--- src/rtl/nonce_select.sv ---
// nonce_select: scans NUM_NONCES hash words in memory. It finds the minimum
// and its index, compares the minimum against a target, and writes a two-word
// result record {status, best_hash} before raising done.
module nonce_select #(
    parameter int NUM_NONCES = 16,
    parameter int IDX_W      = $clog2(NUM_NONCES)
) (
    input  logic             clk,
    input  logic             reset,
    input  logic             start,
    input  logic [15:0]      hash_addr,
    input  logic [15:0]      result_addr,
    input  logic [31:0]      target,
    output logic             done,
    output logic             found,
    output logic [IDX_W-1:0] best_nonce,
    output logic [31:0]      best_hash,
    output logic             mem_clk,
    output logic             mem_we,
    output logic [15:0]      mem_addr,
    output logic [31:0]      mem_write_data,
    input  logic [31:0]      mem_read_data
);

    // Issue counter must be able to hold NUM_NONCES itself (the stop value).
    localparam int               CNT_W     = $clog2(NUM_NONCES + 1);
    localparam logic [CNT_W-1:0] ISSUE_END = CNT_W'(NUM_NONCES);
    localparam logic [CNT_W-1:0] CNT_ONE   = CNT_W'(1);
    localparam logic [IDX_W-1:0] LAST_IDX  = IDX_W'(NUM_NONCES - 1);
    localparam logic [IDX_W-1:0] IDX_ONE   = IDX_W'(1);

    typedef enum logic [2:0] {
        S_IDLE   = 3'd0,
        S_READ   = 3'd1,
        S_WRITE0 = 3'd2,
        S_WRITE1 = 3'd3,
        S_DONE   = 3'd4
    } state_t;

    state_t           r_state;
    logic [15:0]      r_hash_addr;
    logic [15:0]      r_result_addr;
    logic [31:0]      r_target;
    logic [CNT_W-1:0] r_issue;
    logic [IDX_W-1:0] r_samp;
    logic             r_v1;
    logic             r_v2;
    logic             r_done;
    logic             r_found;
    logic [IDX_W-1:0] r_best_nonce;
    logic [31:0]      r_best_hash;
    logic             r_mem_we;
    logic [15:0]      r_mem_addr;
    logic [31:0]      r_mem_wdata;

    state_t           w_state_next;
    logic [15:0]      w_hash_addr_next;
    logic [15:0]      w_result_addr_next;
    logic [31:0]      w_target_next;
    logic [CNT_W-1:0] w_issue_next;
    logic [IDX_W-1:0] w_samp_next;
    logic             w_v1_next;
    logic             w_v2_next;
    logic             w_done_next;
    logic             w_found_next;
    logic [IDX_W-1:0] w_best_nonce_next;
    logic [31:0]      w_best_hash_next;
    logic             w_mem_we_next;
    logic [15:0]      w_mem_addr_next;
    logic [31:0]      w_mem_wdata_next;

    // Minimum is final once WRITE0 is reached, so this is the found verdict.
    logic             w_found_cmp;
    logic [15:0]      w_nonce16;

    assign w_found_cmp = (r_best_hash < r_target);
    assign w_nonce16   = 16'(r_best_nonce);

    // Next-state and next-output logic; r_v1/r_v2 delay each issued address
    // by two edges so the read data lines up with its sample index.
    always_comb begin
        w_state_next       = r_state;
        w_hash_addr_next   = r_hash_addr;
        w_result_addr_next = r_result_addr;
        w_target_next      = r_target;
        w_issue_next       = r_issue;
        w_samp_next        = r_samp;
        w_v1_next          = r_v1;
        w_v2_next          = r_v2;
        w_done_next        = r_done;
        w_found_next       = r_found;
        w_best_nonce_next  = r_best_nonce;
        w_best_hash_next   = r_best_hash;
        w_mem_we_next      = r_mem_we;
        w_mem_addr_next    = r_mem_addr;
        w_mem_wdata_next   = r_mem_wdata;

        case (r_state)
            S_IDLE, S_DONE: begin
                if (start) begin
                    w_hash_addr_next   = hash_addr;
                    w_result_addr_next = result_addr;
                    w_target_next      = target;
                    w_mem_addr_next    = hash_addr;
                    w_mem_we_next      = 1'b0;
                    w_done_next        = 1'b0;
                    w_best_hash_next   = 32'hFFFF_FFFF;
                    w_best_nonce_next  = '0;
                    w_found_next       = 1'b0;
                    w_issue_next       = CNT_ONE;
                    w_samp_next        = '0;
                    w_v1_next          = 1'b1;
                    w_v2_next          = 1'b0;
                    w_state_next       = S_READ;
                end else if (r_state == S_DONE) begin
                    w_mem_we_next = 1'b0;
                    w_done_next   = 1'b1;
                end
            end

            S_READ: begin
                w_v1_next = 1'b0;
                if (r_issue < ISSUE_END) begin
                    w_mem_addr_next = r_hash_addr + 16'(r_issue);
                    w_issue_next    = r_issue + CNT_ONE;
                    w_v1_next       = 1'b1;
                end
                w_v2_next = r_v1;
                if (r_v2) begin
                    // Strict compare so an equal later word never displaces
                    // an earlier one: ties resolve to the lowest index.
                    if (mem_read_data < r_best_hash) begin
                        w_best_hash_next  = mem_read_data;
                        w_best_nonce_next = r_samp;
                    end
                    w_samp_next = r_samp + IDX_ONE;
                    if (r_samp == LAST_IDX) begin
                        w_state_next = S_WRITE0;
                    end
                end
            end

            S_WRITE0: begin
                w_mem_we_next    = 1'b1;
                w_mem_addr_next  = r_result_addr;
                w_mem_wdata_next = {w_found_cmp, 15'b0, w_nonce16};
                w_found_next     = w_found_cmp;
                w_state_next     = S_WRITE1;
            end

            S_WRITE1: begin
                w_mem_we_next    = 1'b1;
                w_mem_addr_next  = r_result_addr + 16'd1;
                w_mem_wdata_next = r_best_hash;
                w_state_next     = S_DONE;
            end

            default: begin
                w_state_next = S_IDLE;
            end
        endcase
    end

    // State and output registers; reset abandons any scan or record write.
    always_ff @(posedge clk) begin
        if (reset) begin
            r_state       <= S_IDLE;
            r_hash_addr   <= '0;
            r_result_addr <= '0;
            r_target      <= '0;
            r_issue       <= '0;
            r_samp        <= '0;
            r_v1          <= 1'b0;
            r_v2          <= 1'b0;
            r_done        <= 1'b0;
            r_found       <= 1'b0;
            r_best_nonce  <= '0;
            r_best_hash   <= '0;
            r_mem_we      <= 1'b0;
            r_mem_addr    <= '0;
            r_mem_wdata   <= '0;
        end else begin
            r_state       <= w_state_next;
            r_hash_addr   <= w_hash_addr_next;
            r_result_addr <= w_result_addr_next;
            r_target      <= w_target_next;
            r_issue       <= w_issue_next;
            r_samp        <= w_samp_next;
            r_v1          <= w_v1_next;
            r_v2          <= w_v2_next;
            r_done        <= w_done_next;
            r_found       <= w_found_next;
            r_best_nonce  <= w_best_nonce_next;
            r_best_hash   <= w_best_hash_next;
            r_mem_we      <= w_mem_we_next;
            r_mem_addr    <= w_mem_addr_next;
            r_mem_wdata   <= w_mem_wdata_next;
        end
    end

    assign done           = r_done;
    assign found          = r_found;
    assign best_nonce     = r_best_nonce;
    assign best_hash      = r_best_hash;
    assign mem_clk        = clk;
    assign mem_we         = r_mem_we;
    assign mem_addr       = r_mem_addr;
    assign mem_write_data = r_mem_wdata;

endmodule
--- config.mk ---
export PLATFORM = sky130hd
export DESIGN_NAME = nonce_select
export DESIGN_NICKNAME = d
export VERILOG_FILES = /design/src/rtl/nonce_select.sv
export SDC_FILE = /design/constraint.sdc
export NUM_CORES = 1
export LEC_CHECK = 0
export ABC_CLOCK_PERIOD_IN_PS = 3600
export CAP_MARGIN = 25
export CORE_MARGIN = 10
export CORE_UTILIZATION = 40
export CTS_BUF_LIST = sky130_fd_sc_hd__clkbuf_4 sky130_fd_sc_hd__clkbuf_8
export DETAILED_ROUTE_END_ITERATION = 8
export MAX_ROUTING_LAYER = met4
export PLACE_DENSITY = 0.75
export SLEW_MARGIN = 20
export SYNTH_ARGS = -nofsm -noshare
export SYNTH_HDL_FRONTEND = slang
export SYNTH_SLANG_ARGS = --single-unit
--- constraint.sdc ---
create_clock -name clk -period 3.6 [get_ports clk]
set_input_delay 1.08 -clock clk [delete_from_list [all_inputs] [get_ports clk]]
set_output_delay 1.08 -clock clk [all_outputs]
set_load 0.05 [all_outputs]
# --- Word-level counts from Yosys, hierarchy flattened ---
# Index checks and enable logic that the tools add are counted.
totals:
  output_inout_bits: 88
  elab_cells: 84
  register_bits: 165
  input_bits: 99
classes:
  n_addsub: 4
  n_mux: 32
  n_eq_ne: 11
  n_lt_le_gt_ge: 3
  reduce_logical: 19
op_table:
  columns: ["operator", "count"]
  rows:
  - ["$pmux 32 s2", 2]
  - ["$mux 32", 3]
  - ["$lt 32x32->1", 2]
  - ["$pmux 16 s4", 1]
  - ["$mux 16", 2]
  - ["$add 16x1->16 const B", 1]
  - ["$add 16x5->16", 1]
  - ["$mux 4", 4]
  - ["$pmux 4 s2", 2]
  - ["$pmux 3 s4", 1]
  - ["$reduce_and 3->1", 4]
  - ["$mux 5", 2]
  - ["$ne 2x2->1 const B", 5]
  - ["$pmux 5 s2", 1]
  - ["$reduce_and 2->1", 5]
  - ["$reduce_bool 2->1", 5]
  - ["$mux 3", 3]
  - ["$pmux 1 s2", 4]
  - ["$mux 1", 7]
  - ["$eq 3x2->1 const B", 2]
  - ["$add 5x1->5 const B", 1]
  - ["$lt 5x5->1 const B", 1]
  - ["$add 4x1->4 const B", 1]
  - ["$eq 4x4->1 const B", 1]
  - ["other kinds (7)", 8]

# --- Depth between registers and ports, before layout ---
logic_depth:
  word_depth: 4
  ltp_mapped: 10

==> key figures <==
STA
  • Max Transition Viols Final: 0
  • Layout Skew: 14.8 ps
  • RSZ-0062 raised after global routing: no
  • Hold slack: 453 ps
  • Fin. Hold Viols: 0
  • Max-slew headroom: 0.429
  • Final setup viols: 0
  • Slew @ Worst Pin: 855 ps

Setup path
  • Setup crit start kind: clock port
  • Worst setup path category: clk -> out
  • Nature of the critical path endpoint: output port
  • Arrival @ worst endpoint: 2440 ps
  • Worst-path maximum fanout: 2
  • Cell mode on critical path: clkbuf_8
  • CP max stage cell: dlygate4sd2_1
  • Crit-path cells: clkbuf_8, clkbuf_8, dlygate4sd2_1
  • CP peak stage delay: 410 ps
  • WP data required: 2520 ps

Synthesis
  • Ys flop type: dfxtp_1
  • Netlist Area Pre-Place: 8680 um^2
  • Yosys cell types: 57
  • Sequential area share after synthesis: 0.381
  • Mapped Cells: 1065
  • Post-synth EDFFs: 0
  • Yosys Warn Count: 0
  • Syn Area/Cell: 8.15 um^2
  • Asr flop ratio synth: 0
  • Register bit total from synthesis: 165
  • Post-Syn Nets: 1235

Place
  • Placed Cells: 1477
  • GP Congestion: 0.944
  • Placed Area: 10800 um^2
  • DP Wirelength: 19800 um
  • Port Buf Inserts: 186

Drt
  • WL/cell: 18.0 um
  • Total Wirelength: 27200 um
  • Residual DRC count: 0
  • Routed vias: 8255
  • Antenna violation net count after detailed routing: 0
  • DR iter-0 viols: 592
  • Vias per cell: 5.45
  • DRT Pass-1 Iters: 5

Floorplanning
  • Rows: 53
  • Initial Util: 0.410
  • Core area: 21200 um^2
  • Die Wd: 167 um
  • Die area: 28000 um^2
  • I/O pins: 187
  • Die Span Y: 167 um

Flow run
  • Max-Cap Viols: 0

Pwr
  • PD cells: 503 nW/um^2
  • Static leakage power: 0.00415 uW
  • Max VDD drop: 499 uV

Global route
  • Largest net degree at the start of global routing: 98
  • First-pass GRT wire length: 44100 um
  • Number of global-route vias before repair: 8145
  • GRT Residual Overflow: 0
  • GRT Overall Usage: 0.195
  • Initial antenna violation count: 2

Clock network
  • # resized after CTS: 1
  • Postcts setup bufs: 0
  • Clock slew seen by the registers of the worst setup and hold paths: 90 ps
  • Insertion delay to the later sink of the worst-skew pair: 570 ps
  • CTS tree: built
  • Hold buffers post-CTS: 0

Finish
  • P&R area growth vs syn: 29.7%
  • Post-route cell area: 11300 um^2
  • Post-layout net count: 1394
  • Share of cells above drive strength 1: 0.0776
  • Fill cell count: 1967
  • Fin cells: 1514

Min path
  • Hold WC Path Type: reg -> reg

Run status
  • Status: complete, no violations
==> area by class of cell <==
class	instances	area, um^2	share of cell area
diodes	2	5.00	0.000444
clock buffers	23	312	0.0277
clock inverters	13	123	0.0109
inverters	69	259	0.0230
multi-input cells	758	4850	0.430
flip-flops and latches	165	3300	0.293
well taps	275	344	0.0306
repair buffers	209	2070	0.184
==> cell usage after synthesis (all sizes together), types with 6 or more instances <==
master	count	area (um^2)
a211oi	10	80.1
xor2	14	123
o221ai	6	52.6
o21ai	26	130
ha	70	876
nor4	38	238
nand2b	11	68.8
nand3	48	240
inv	69	259
nand2	193	732
nor3	9	45.0
a21o	9	67.6
mux2i	9	90.1
buf	15	90.1
nand4	18	113
or3	6	37.5
xnor2	12	105
nor2	44	165
nor3b	6	56.3
dfxtp	165	3300
clkbuf	58	218
a311oi	32	437
a21oi	140	701
==> report_power, final <==
group	switching, uW	internal (uW)	leakage [uW]
registers	207	2020	0.00135
logic	1220	735	0.00258
clock network	801	673	0.000218
total	2230	3430	0.00415
==> state kept, by name, indices dropped and copies added, names as in the netlist, 3 cells and up <==
name	cells
best_nonce	4
r_issue	5
r_hash_addr	16
r_result_addr	16
mem_write_data	32
r_state	3
mem_addr	16
r_samp	4
r_target	32
best_hash	32
==> critical path, delay by kind of cell <==
family	cells	cell delay, ps
buffers and inverters	3	640
==> routing by layer <==
| layer | routed length, um | track usage | vias to the layer above |
|---|---|---|---|
| met4 | 403 | 0.0556 | 0 |
| met5 | 0 | - | - |
| met2 | 12700 | 0.307 | 273 |
| met1 | 12500 | 0.244 | 3876 |
| met3 | 1550 | 0.0459 | 29 |
| li1 | - | - | 4077 |
==> stage by stage <==
stage                util  TNS [ps]  worst slack [ps]  total power (uW)
global placement    0.512     -1350             -52.4              4250
floorplan               -         0               521              3560
global route        0.532         0              55.0              5990
finish              0.532         0              81.1              5660
CTS                 0.532         0              73.7              5700
detailed placement  0.512     -2250              -103              4290
==> kinds of logic after synthesis <==
group,after synthesis,synth area share
XOR/XNOR,26,0.0262
buffers and inverters,142,0.0653
AO/OA/AOI/OAI,256,0.200
adder cells (fa/ha/maj),71,0.103
flip-flops,165,0.381
multiplexers,9,0.0104
AND/OR/NAND/NOR,396,0.214
==> cells in the final DEF, fill, tap and decap left out, drive strengths merged, types with 18 or more instances in the layout <==
cell / count
a21oi: 140
nand3: 48
inv: 73
clkdlybuf4s50: 184
clkbuf: 22
nand2: 193
a311oi: 32
ha: 70
o21ai: 26
buf: 25
nor2: 44
dfxtp: 165
nor4: 38
nand4: 18
==> path summary, 6_finish.rpt <==
kind / start / end / slack (ps) / cells after the start
hold reg to reg: mem_write_data[28] / mem_write_data[28] / 450 / 2
hold / removal: mem_write_data[28] / mem_write_data[28] / 450 / 2
setup / recovery: clk / mem_clk / 80 / 3
setup reg to reg: best_hash[1] / best_hash[8] / 860 / 8
Note: power is estimated with default switching activity, not from simulation.
